--- config.mk ---
export PLATFORM = sky130hd
export DESIGN_NAME = muldiv_sequencer_flat
export DESIGN_NICKNAME = d
export VERILOG_FILES = /design/src/rtl/muldiv_sequencer_if.sv /design/src/rtl/muldiv_sequencer.sv /design/src/flat_wrapper.sv
export SDC_FILE = /design/constraint.sdc
export NUM_CORES = 1
export LEC_CHECK = 0
export BUFFER_PORTS_ARGS = -buffer_cell sky130_fd_sc_hd__buf_2
export CAP_MARGIN = 10
export CORE_MARGIN = 3
export CORE_UTILIZATION = 60
export CTS_BUF_LIST = sky130_fd_sc_hd__clkbuf_4
export DETAILED_ROUTE_END_ITERATION = 7
export PLACE_DENSITY = 0.76
export SLEW_MARGIN = 20
export SYNTH_ARGS = -nofsm -noshare
export SYNTH_HDL_FRONTEND = slang
export SYNTH_SLANG_ARGS = --single-unit
--- constraint.sdc ---
create_clock -name clk -period 4.5 [get_ports clk]
set_input_delay 1.125 -clock clk [delete_from_list [all_inputs] [get_ports clk]]
set_output_delay 1.125 -clock clk [all_outputs]
set_load 0.05 [all_outputs]
--- src/rtl/muldiv_sequencer_if.sv ---
// EX-stage <-> multiply/divide unit handshake: operation issue, flush, HI/LO
// access hints, and the HI/LO result with its write strobe.
interface muldiv_sequencer_if #(
   parameter int unsigned WIDTH = 32
);
   logic             start;
   logic [1:0]       funct;
   logic [WIDTH-1:0] a;
   logic [WIDTH-1:0] b;
   logic             cancel;
   logic             hilo_read;
   logic             hilo_write;
   logic             busy;
   logic             stall;
   logic             hilo_we;
   logic [WIDTH-1:0] hi_out;
   logic [WIDTH-1:0] lo_out;

   // EX stage issues operations and consumes results
   modport master (
      output start, funct, a, b, cancel, hilo_read, hilo_write,
      input  busy, stall, hilo_we, hi_out, lo_out
   );

   // muldiv unit
   modport slave (
      input  start, funct, a, b, cancel, hilo_read, hilo_write,
      output busy, stall, hilo_we, hi_out, lo_out
   );
endinterface

--- src/rtl/muldiv_sequencer.sv ---
// Iterative MULT/MULTU/DIV/DIVU unit (shift-add / restoring) with HI/LO interlock.
// Define MULDIV_EARLY_OUT_EN for early multiply exit and a CALC bypass on divide by zero.
module muldiv_sequencer #(
   parameter int unsigned WIDTH = 32
) (
   input  logic              clk,
   input  logic              reset_n,
   muldiv_sequencer_if.slave bus
);
   localparam int unsigned CW = (WIDTH > 1) ? $clog2(WIDTH) : 1;
   localparam int unsigned DW = 2 * WIDTH;

   localparam logic [2:0] IDLE = 3'd0;
   localparam logic [2:0] PREP = 3'd1;
   localparam logic [2:0] CALC = 3'd2;
   localparam logic [2:0] FIX  = 3'd3;
   localparam logic [2:0] DONE = 3'd4;

   logic [2:0]       state;
   logic [2:0]       state_nxt;
   logic [CW-1:0]    count;
   logic [1:0]       fn_q;
   logic [WIDTH-1:0] a_q;
   logic [WIDTH-1:0] b_q;
   logic [WIDTH-1:0] mplier;
   logic [DW-1:0]    mcand;
   logic [DW-1:0]    acc;
   logic             neg_res;
   logic             neg_rem;
   logic [WIDTH-1:0] hi_q;
   logic [WIDTH-1:0] lo_q;

   logic             is_div;
   logic             is_signed;
   logic             a_neg;
   logic             b_neg;
   logic [WIDTH-1:0] a_mag;
   logic [WIDTH-1:0] b_mag;
   logic             b_zero;
   logic             last_iter;
   logic [WIDTH-1:0] mplier_shr;
   logic             calc_done;
   logic             div0_skip;
   logic [WIDTH:0]   rem_sh;
   logic [WIDTH:0]   rem_diff;
   logic [DW-1:0]    div_step;
   logic [DW-1:0]    prod;
   logic [WIDTH-1:0] quo_fix;
   logic [WIDTH-1:0] rem_fix;
   logic [WIDTH-1:0] fix_hi;
   logic [WIDTH-1:0] fix_lo;
   logic             busy;

   // Operand decode: funct[1] selects divide, funct[0] selects unsigned
   assign is_div     = fn_q[1];
   assign is_signed  = ~fn_q[0];
   assign a_neg      = is_signed & a_q[WIDTH-1];
   assign b_neg      = is_signed & b_q[WIDTH-1];
   assign a_mag      = a_neg ? -a_q : a_q;
   assign b_mag      = b_neg ? -b_q : b_q;
   assign b_zero     = (b_q == '0);
   assign last_iter  = (count == CW'(WIDTH - 1));
   assign mplier_shr = mplier >> 1;

`ifdef MULDIV_EARLY_OUT_EN
   assign calc_done = last_iter | (~is_div & (mplier_shr == '0));
   assign div0_skip = is_div & b_zero;
`else
   assign calc_done = last_iter;
   assign div0_skip = 1'b0;
`endif

   // Restoring divide step: acc holds {remainder, quotient}, mplier holds the divisor
   assign rem_sh   = {acc[DW-1:WIDTH], acc[WIDTH-1]};
   assign rem_diff = rem_sh - {1'b0, mplier};
   assign div_step = rem_diff[WIDTH]
                   ? {rem_sh[WIDTH-1:0], acc[WIDTH-2:0], 1'b0}
                   : {rem_diff[WIDTH-1:0], acc[WIDTH-2:0], 1'b1};

   // Sign fix: quotient truncates toward zero, remainder follows the dividend
   assign prod    = neg_res ? -acc : acc;
   assign quo_fix = neg_res ? -acc[WIDTH-1:0] : acc[WIDTH-1:0];
   assign rem_fix = neg_rem ? -acc[DW-1:WIDTH] : acc[DW-1:WIDTH];

   always_comb begin
      fix_hi = prod[DW-1:WIDTH];
      fix_lo = prod[WIDTH-1:0];
      if (is_div) begin
         if (b_zero) begin
            fix_hi = a_q;
            fix_lo = '1;
         end else begin
            fix_hi = rem_fix;
            fix_lo = quo_fix;
         end
      end
   end

   always_ff @(posedge clk or negedge reset_n) begin
      if (!reset_n) state <= IDLE;
      else          state <= state_nxt;
   end

   always_comb begin
      state_nxt = state;
      case (state)
         IDLE: if (bus.start && !bus.cancel) state_nxt = PREP;
         PREP: begin
            if (bus.cancel)     state_nxt = IDLE;
            else if (div0_skip) state_nxt = FIX;
            else                state_nxt = CALC;
         end
         CALC: begin
            if (bus.cancel)     state_nxt = IDLE;
            else if (calc_done) state_nxt = FIX;
         end
         FIX:     state_nxt = bus.cancel ? IDLE : DONE;
         DONE:    state_nxt = IDLE;
         default: state_nxt = IDLE;
      endcase
   end

   // Datapath: operand latch, magnitude prep, iterate, register signed result
   always_ff @(posedge clk or negedge reset_n) begin
      if (!reset_n) begin
         count   <= '0;
         fn_q    <= '0;
         a_q     <= '0;
         b_q     <= '0;
         mplier  <= '0;
         mcand   <= '0;
         acc     <= '0;
         neg_res <= 1'b0;
         neg_rem <= 1'b0;
         hi_q    <= '0;
         lo_q    <= '0;
      end else begin
         case (state)
            IDLE: begin
               if (bus.start && !bus.cancel) begin
                  fn_q <= bus.funct;
                  a_q  <= bus.a;
                  b_q  <= bus.b;
               end
            end
            PREP: begin
               mcand   <= {{WIDTH{1'b0}}, a_mag};
               mplier  <= b_mag;
               acc     <= is_div ? {{WIDTH{1'b0}}, a_mag} : '0;
               count   <= '0;
               neg_res <= a_neg ^ b_neg;
               neg_rem <= a_neg;
            end
            CALC: begin
               count <= count + CW'(1);
               if (is_div) begin
                  acc <= div_step;
               end else begin
                  if (mplier[0]) acc <= acc + mcand;
                  mcand  <= mcand << 1;
                  mplier <= mplier_shr;
               end
            end
            FIX: begin
               if (!bus.cancel) begin
                  hi_q <= fix_hi;
                  lo_q <= fix_lo;
               end
            end
            default: ;
         endcase
      end
   end

   assign busy        = (state != IDLE);
   assign bus.busy    = busy;
   assign bus.stall   = busy & (bus.start | bus.hilo_read | bus.hilo_write);
   assign bus.hilo_we = (state == DONE) & ~bus.cancel;
   assign bus.hi_out  = hi_q;
   assign bus.lo_out  = lo_q;
endmodule

--- src/flat_wrapper.sv ---
// flat-port wrapper written by rule: the top's interface ports become plain ports
module muldiv_sequencer_flat 
#(
   parameter int unsigned WIDTH = 32
)
  (clk, reset_n, bus_start, bus_funct, bus_a, bus_b, bus_cancel, bus_hilo_read, bus_hilo_write, bus_busy, bus_stall, bus_hilo_we, bus_hi_out, bus_lo_out);
  muldiv_sequencer_if #(.WIDTH(WIDTH)) bus_i ();
  input  logic clk;
  input  logic reset_n;
  input wire logic [$bits(bus_i.start)-1:0] bus_start;
  input wire logic [$bits(bus_i.funct)-1:0] bus_funct;
  input wire logic [$bits(bus_i.a)-1:0] bus_a;
  input wire logic [$bits(bus_i.b)-1:0] bus_b;
  input wire logic [$bits(bus_i.cancel)-1:0] bus_cancel;
  input wire logic [$bits(bus_i.hilo_read)-1:0] bus_hilo_read;
  input wire logic [$bits(bus_i.hilo_write)-1:0] bus_hilo_write;
  output wire logic [$bits(bus_i.busy)-1:0] bus_busy;
  output wire logic [$bits(bus_i.stall)-1:0] bus_stall;
  output wire logic [$bits(bus_i.hilo_we)-1:0] bus_hilo_we;
  output wire logic [$bits(bus_i.hi_out)-1:0] bus_hi_out;
  output wire logic [$bits(bus_i.lo_out)-1:0] bus_lo_out;
  assign bus_i.start = bus_start;
  assign bus_i.funct = bus_funct;
  assign bus_i.a = bus_a;
  assign bus_i.b = bus_b;
  assign bus_i.cancel = bus_cancel;
  assign bus_i.hilo_read = bus_hilo_read;
  assign bus_i.hilo_write = bus_hilo_write;
  assign bus_busy = bus_i.busy;
  assign bus_stall = bus_i.stall;
  assign bus_hilo_we = bus_i.hilo_we;
  assign bus_hi_out = bus_i.hi_out;
  assign bus_lo_out = bus_i.lo_out;
  muldiv_sequencer #(.WIDTH(WIDTH)) u_core (.clk(clk), .reset_n(reset_n), .bus(bus_i));
endmodule
; ---- Word level (Yosys, flattened, before mapping)
; Index checks and enable logic that the tools add are counted.
[totals]
mem_bits_ro = 0
memories = 0
register_bits = 300
wordCells = 74
latchBits = 0
ramBits = 0
[classes]
n_mux = 25
bitwise = 9
div_mod_pow = 0
n_lt_le_gt_ge = 0
n_reduce_logical = 11
n_eq_ne = 9
n_mul = 0
addsub = 8
shift = 0
[ops]
columns = operator, n
row1 = 2-to-1 mux 32 bit, 10
row2 = 2-to-1 mux 64 bit, 5
row3 = case mux 64 bit (2 select lines), 2
row4 = negator 32 bit, 4
row5 = adder 64 bit, 1
row6 = negator 64 bit, 1
row7 = case mux 32 bit (2 select lines), 1
row8 = subtractor 33 x 32 -> 33 bit, 1
row9 = logical NOT 32 bit, 1
row10 = 2-to-1 mux 3 bit, 4
row11 = case mux 3 bit (4 select lines), 1
row12 = case mux 5 bit (2 select lines), 1
row13 = AND reduction 2 bit, 5
row14 = "== test 3 x 2 -> 1 bit, second input constant", 2
row15 = "adder 5 x 1 -> 5 bit, second input constant", 1
row16 = "== test 5 bit, second input constant", 1
row17 = bitwise AND 1 bit, 4
row18 = "== test 3 x 1 -> 1 bit, second input constant", 1
row19 = "== test 3 bit, second input constant", 1
row20 = logical NOT 3 bit, 1
row21 = "inequality test 3 x 1 -> 1 bit, second input constant", 1
row22 = "inequality test 3 x 2 -> 1 bit, second input constant", 1
row23 = nonzero test 3 bit, 1
row24 = 2-to-1 mux 2 bit, 1
row25 = 8 further kinds, 10

; ---- Depth between registers and ports, before layout
; Gate-level depths: netlist (run 1).
[logic_depth]
word_depth = 5
mapped_depth = 15

; ---- Worst setup path before layout (run 1)
; Ideal clock, no wire load.
[synth_path]
path_kind = input-to-output
startpoint = input bus_cancel
endpoint = output bus_hilo_we
required_time_ps = 3375
setup_slack_ps = 607
path_stages = 1
t_arrival_ps = 2768
path_buffers = 0
cell_sequence = nor4b_1
[synth_via]
elab_chain_len = 2
[synth_lines]
columns = item, line
row1 = "start, declared", flat_wrapper.sv:14  ; input wire logic [$bits(bus_i.cancel)-1:0] bus_cancel;
row2 = inverter 1 bit (no source line), -
row3 = bitwise AND 1 bit, muldiv_sequencer.sv:178  ; assign bus.hilo_we = (state == DONE) & ~bus.cancel;
row4 = "end, declared", flat_wrapper.sv:19  ; output wire logic [$bits(bus_i.hilo_we)-1:0] bus_hilo_we;
; No other way between the ends.

; ---- Worst setup path in the final report (run 1)
[layout_path]
startpoint = register u_core.acc[31]
endpoint = register u_core.acc[57]
[layout_via]
elab_chain_len = 4
elab_cells_between_ends = 6
classes_between = add/sub: 2 / mux: 4
[layout_lines]
columns = item, line
row1 = "start, declared", muldiv_sequencer.sv:27  ; logic [DW-1:0] acc;
row2 = "start signal, assigned", muldiv_sequencer.sv:149  ; acc <= is_div ? {{WIDTH{1'b0}}, a_mag} : '0;
row3 = "start signal, assigned", muldiv_sequencer.sv:157  ; acc <= div_step;
row4 = "start signal, assigned", muldiv_sequencer.sv:159  ; if (mplier[0]) acc <= acc + mcand;
row5 = adder 64 bit or subtractor 33 x 32 -> 33 bit (tied branches), "muldiv_sequencer.sv:159, muldiv_sequencer.sv:75"
row6 = 2-to-1 mux 64 bit (on tied branches), "muldiv_sequencer.sv:159, muldiv_sequencer.sv:77"
row7 = 2-to-1 mux 64 bit (*), muldiv_sequencer.sv:156  ; if (is_div) begin
row8 = case mux 64 bit (2 select lines) (*), muldiv_sequencer.sv:138  ; case (state)
; Mark *: on every way between the ends. The rest lies on a longest branch, timed or not. The select of a mux whose other input is x is not followed.
; A chain may end at the register's enable or synchronous reset.

==> results of run 1 <==
==> path summary, 6_finish.rpt <==
check / from / to / slack (ns) / cells past startpoint
max: u_core.acc[31] / u_core.acc[57] / 0.26 / 14
min: reset_n / u_core.bus.hi_out[16] / 0.35 / 1
max reg2reg: u_core.acc[31] / u_core.acc[57] / 0.26 / 14
min reg2reg: u_core.bus.hi_out[27] / u_core.bus.hi_out[27] / 0.48 / 2
max in group asynchronous: reset_n / u_core.acc[59] / 3.20 / 2
min in group clk: u_core.bus.hi_out[27] / u_core.bus.hi_out[27] / 0.48 / 2
==> logic make-up (layout without fill, tap and decap cells) <==
group                    Yosys count  in the layout  share of synthesized area, %
adder cells (fa/ha/maj)          103            103                          5.95
buffers and inverters            257            430                          4.48
XOR/XNOR                         223            223                          8.91
other                              0              4                             0
flip-flops                       300            300                          34.2
multiplexers                      86             86                          4.34
AND/OR/NAND/NOR                  895            895                          18.6
AO/OA/AOI/OAI                    833            833                          23.5
==> metrics by stage <==
stage	util, %	instances	hold slack, ns
finish	67.5	3335	0.347
global route	67.5	3335	0.347
CTS	67.5	3331	0.327
detailed placement	64.5	3181	0.467
global placement	64.5	3181	0.450
floorplan	-	2697	0.465
==> power by group <==
group	internal, uW	leakage (uW)	switching (uW)
logic	3040	0.00675	5300
registers	3520	0.00376	1030
clock network	1340	0.000646	1260
==> registers in the layout, indices dropped and copies added (netlist names) <==
name	flops
u_core.b_q	32
u_core.acc	64
u_core.mcand	64
u_core.neg_res	1
u_core.a_q	32
u_core.neg_rem	1
u_core.state	3
u_core.bus.hi_out	32
u_core.mplier	32
u_core.count	5
u_core.fn_q	2
u_core.bus.lo_out	32
==> routing by layer <==
layer / global-route usage (%) / up-vias / part of all wire [%]
met5: 0 / - / 0
met4: 17.3 / 0 / 5.0
met3: 7.66 / 217 / 8.7
met2: 58.6 / 1011 / 46
met1: 47.6 / 10300 / 41
li1: - / 9944 / -
==> cells in the mapped netlist, types with 32 or more instances <==
cell	number
nand2_1	395
clkbuf_1	155
o21ai_0	233
ha_1	101
a31oi_1	68
nor2_1	208
nand3_1	69
o31ai_1	32
xor2_1	106
a21o_1	51
mux2_2	73
dfrtp_1	300
xnor2_1	117
o211ai_1	66
a21oi_1	210
nor3_1	37
inv_1	81
==> area by class of cell <==
| class | instances | area (um^2) |
|---|---|---|
| Clock buffer | 126 | 946 |
| Clock inverter | 24 | 139 |
| Timing Repair Buffer | 199 | 1220 |
| Fill cell | 3074 | 11600 |
| Multi-Input combinational cell | 2140 | 13500 |
| Antenna cell | 4 | 10.0 |
| Sequential cell | 300 | 7510 |
| Inverter | 81 | 304 |
| Tap cell | 461 | 577 |
==> worst max-delay path: stages (launching register included) <==
cell and delay, ns:
dfrtp_1 0.49, inv_1 0.23, ha_1 0.26, fa_1 0.21
nand2b_1 0.17, a21oi_1 0.14, o311a_1 0.38, nor4b_1 0.28
buf_4 0.19, nor3_1 0.06, nor3_1 0.45, or2_2 0.48
o21ai_0 0.27, a222oi_1 0.38, nand3_1 0.11
==> impl_results.md, run 1 <==
- Ys async rst share: 100%
- DIE HEIGHT: 197 um
- Starting Density: 61.2%
- Die area: 38900 um^2
- Max Root-Sink Buffers: 3
- Maximum clock frequency: 236 MHz
- Final setup violation count: 0
- Setup TNS: 0 ns
- Most frequent cells in the layout: nand2_1, dfrtp_1, o21ai_0
- Cts hold-fix bufs: 0
- Worst skew pair latency: 0.82 ns
- Nets@finish: 2983
- Lkg Pwr: 0.0112 uW
- Seq/Total Area, Yosys: 34.2%
- Site Rows: 69
- Die Width: 197 um
- Largest net degree at the start of global routing: 93
- Post-synthesis cell type count: 75
- Setup clock skew after layout: 0.0645 ns
- Fin crit share: 94.2%
- Core region area: 35800 um^2
- Status: finished clean
- Least-Margin Pin Slew: 1.08 ns
- Max-slew violation count: 0
- Area share of the largest cell type after synthesis: 34.2%
- Maxcap violations: 0
- Fin area: 24200 um^2
- Post-placement cell area: 23100 um^2
- Worst hold path class: in2async
- Worst-path clk slew: 0.06 ns
- Ys flop type: dfrtp_1
- Cell taking the most area after synthesis: dfrtp_1
- Unrepaired setup endpoints after global routing: no
- Via density: 6.43
- Syn Nets: 2872
- Launching element type of the critical path: register
- Mapped cell area: 21900 um^2
- Area grow syn2layout: 10.3%
- WL/cell: 21.6 um
- Worst slew margin: 28.1%
- Max Fanout on Critical Path: 20
- Max H-tree Level: 3
- Syn_area_per_cell: 8.13 um^2
- Vias in the first global route: 20.5k
- Drt drc: 0
- Pwr per Cell Area: 640 nW/um^2
- First-pass GRT wire length: 112000 um
- Critical path type: reg2reg
- Dpl hpwl: 53200 um
- CP endpoint kind: register
- Final WL: 71900 um
- Overflow after GRT: 0
- Worst Path Arrival: 4.90 ns
- Cts repair resizes: 0
- Total track usage: 36.5%
- CTS Buf Count: 86
- Drt pass-1 iters: 6
- Final min period: 4.24 ns
- Setup ws final: 0.259 ns
- Ys Warns: 0
- Initial DRC count: 2063
- Pre-CTS WS: 0.329 ns
- Hold Vio Cnt, Final: 0
- Most common cell after layout, fill and taps aside: nand2_1
- Initial antenna violation count: 2
- Vias: 21.4k
- Syn Inst Count: 2697
- IO Port Bufs: 138
- Final Total Pwr: 15500 uW
- Synth area leaders: dfrtp_1, nand2_1, ha_1, o21ai_0, a21oi_1
- #FFs+latches synth: 300
- Total I/O pin count: 139
- Post-CTS setup buffer count: 0
- Root Buffer: clkbuf_4
- CP required: 5.16 ns
- Number of flops mapped to enable cells by yosys: 0
- CTS tree: yes
- Antenna-violating nets left: 0
- Gp weighted congestion: 1.02
- VDD IR-drop max: 0.000371 V
- CTS sink count: 300
- Share of cells above drive strength 1: 15.5%
No activity file was read; power rests on OpenSTA's default activity.
==> run 2, diff against run 1 <==
Settings changed: CELL_PAD_IN_SITES_DETAIL_PLACEMENT set to 1, CELL_PAD_IN_SITES_GLOBAL_PLACEMENT set to 1, CORE_ASPECT_RATIO set to 0.7, CORE_UTILIZATION 60 to 25, PLACE_DENSITY 0.76 to 0.46.
==> impl_results.md, run 2 (synthesized netlist as in run 1, its figures left out) <==
- Status: finished clean
- Top flop regs: u_core.acc: 64 flops, u_core.mcand: 64 flops
- Share of cells above drive strength 1: 16.8% (+1.4 points)
- CTS sink count: 300 (unchanged)
- Via density: 5.30 (-18%)
- Unrepaired setup endpoints after global routing: no
- Initial antenna violation count: 6 (+4)
- Non-Filler Instances: 4072 (+22%)
- WL/cell: 24.3 um (+13%)
- Worst Path Arrival: 5.09 ns (+0.19 ns)
- Lkg Pwr: 0.0114 uW (+2.1%)
- Final setup violation count: 0 (unchanged)
- First-pass GRT wire length: 148000 um (+32%)
- Most common cell after layout, fill and taps aside: nand2_1
- Flop2flop setup slack: 0.18 ns (-0.08 ns)
- Critical path type: reg2reg
- Max Fanout on Critical Path: 7 (-65%)
- CTS Buf Count: 88 (+2.3%)
- DIE HEIGHT: 254 um (+29%)
- Hold Vio Cnt, Final: 0 (unchanged)
- P_int: 7980 uW (+0.99%)
- Cts repair resizes: 0 (unchanged)
- Max-slew violation count: 0 (unchanged)
- Clk network pwr share: 16.5% (-0.3 points)
- Dpl hpwl: 76500 um (+44%)
- Initial DRC count: 1887 (-8.5%)
- CP required: 5.27 ns (+0.11 ns)
- VDD IR-drop max: 0.000312 V (-16%)
- CTS tree: yes
- Worst hold path class: in2async
- Post-CTS setup buffer count: 0 (unchanged)
- Gate power share: 55.5% (+1.7 points)
- Die area: 91400 um^2 (+130%)
- Worst skew pair latency: 0.99 ns (+0.17 ns)
- Worst slew margin: 27.2% (-0.86 points)
- Fin crit share: 96.0% (+1.8 points)
- Final WL: 99100 um (+38%)
- Least-Margin Pin Slew: 1.08 ns (+0.00514 ns)
- Total track usage: 21.6% (-15 points)
- Vias: 21.6k (+0.70%)
- Final min period: 4.32 ns (+0.0796 ns)
- Max H-tree Level: 3 (unchanged)
- Launching element type of the critical path: register
- Largest net degree at the start of global routing: 83 (-11%)
- Drt pass-1 iters: 5 (-1)
- Max Root-Sink Buffers: 3 (unchanged)
- Die Width: 360 um (+83%)
- Site Rows: 90 (+30%)
- Area grow syn2layout: 15.9%
- Net Sw Frac: 52.2% (+3.2 points)
- Root Buffer: clkbuf_4
- Most frequent cells in the layout: nand2_1, dfrtp_1, o21ai_0
- Nets@finish: 3034 (+1.7%)
- IO Port Bufs: 138 (unchanged)
- Vias in the first global route: 21.9k (+6.7%)
- Starting Density: 25.3% (-36 points)
- Antenna-violating nets left: 0 (unchanged)
- P_sw: 8710 uW (+15%)
- Worst-path clk slew: 0.08 ns (+0.02 ns)
- Pwr per Cell Area: 656 nW/um^2 (+2.5%)
- Core region area: 86600 um^2 (+140%)
- Drt drc: 0 (unchanged)
- Overflow after GRT: 0 (unchanged)
- Setup clock skew after layout: 0.0939 ns (+0.0295 ns)
- Gp weighted congestion: 0.888 (-13%)
- Maximum clock frequency: 231 MHz (-1.8%)
- Cts hold-fix bufs: 0 (unchanged)
- Maxcap violations: 0 (unchanged)
- CP endpoint kind: register
- Sequential Power Share: 27.9% (-1.5 points)
- Total I/O pin count: 139 (unchanged)
- Setup TNS: 0 ns (unchanged)
- Placed cells: 3919 (+23%)
## run 2: cell count changes in the layout (fill, tap and decap cells not counted), moves of 2 or more
cell	before	now
clkbuf_4	126	118
clkinv_1	15	17
buf_4	56	105
clkinv_2	3	6
## run 2: worst max-delay path, stage by stage, from the launching register on
cell and delay (ns):
dfrtp_1 0.48, ha_1 0.42, a21oi_1 0.21, o21ai_0 0.14
a221oi_1 0.66, o31ai_1 0.29, o311ai_1 0.51, buf_4 0.20
o41a_1 0.30, o31ai_1 0.13, buf_4 0.16, a311oi_1 0.30
xnor2_1 0.17, o221ai_1 0.13
## run 2: per-layer routing
| metal | vias to the layer above | routed length [um] | global-route usage (%) |
|---|---|---|---|
| met3 | 103 | 7780 | 6.75 |
| met1 | 10900 | 53600 | 34.3 |
| met5 | - | 0 | 0 |
| met2 | 615 | 36100 | 27.4 |
| met4 | 0 | 1660 | 4.42 |
| li1 | 10000 | - | - |
## run 2: power by group through the flow
stage	clock, uW	sequential (uW)	combinational (uW)
5_1_grt	3020	4790	10100
3_3_place_gp	0	4670	9010
2_1_floorplan	0	4960	5430
4_1_cts	2890	4660	9160
6_report	2760	4660	9270
3_5_place_dp	0	4700	9090
## run 2: final timing paths
| kind | cells after the start | end | startpoint |
|---|---|---|---|
| min in group clk | 2 | u_core.state[0] | bus_cancel |
| min | 1 | u_core.count[2] | reset_n |
| max | 13 | u_core.acc[62] | u_core.acc[11] |
| min reg2reg | 2 | u_core.mplier[3] | u_core.mplier[4] |
| max reg2reg | 13 | u_core.acc[62] | u_core.acc[11] |
| max in group asynchronous | 2 | u_core.mplier[23] | reset_n |
## run 2: layout make-up
class	count	area [um^2]
timing repair buffer	248	1590
clock buffer	118	886
fill	10300	61200
sequential	300	7510
clock inverter	30	186
multi-input combinational	2140	13500
tap	1150	1440
inverter	81	304
antenna	5	12.5
## run 2: per-stage QoR
stage,power [uW],setup WS (ns),utilization (%),instance area [um^2],hold WS [ns]
floorplan,10400,0.607,-,21900,0.465
global placement,13700,0.110,28.1,24300,0.454
detailed placement,13800,0.150,28.1,24300,0.463
CTS,16700,0.106,29.3,25400,0.0548
global route,17900,0.0470,29.4,25400,0.0849
finish,16700,0.180,29.4,25400,0.164
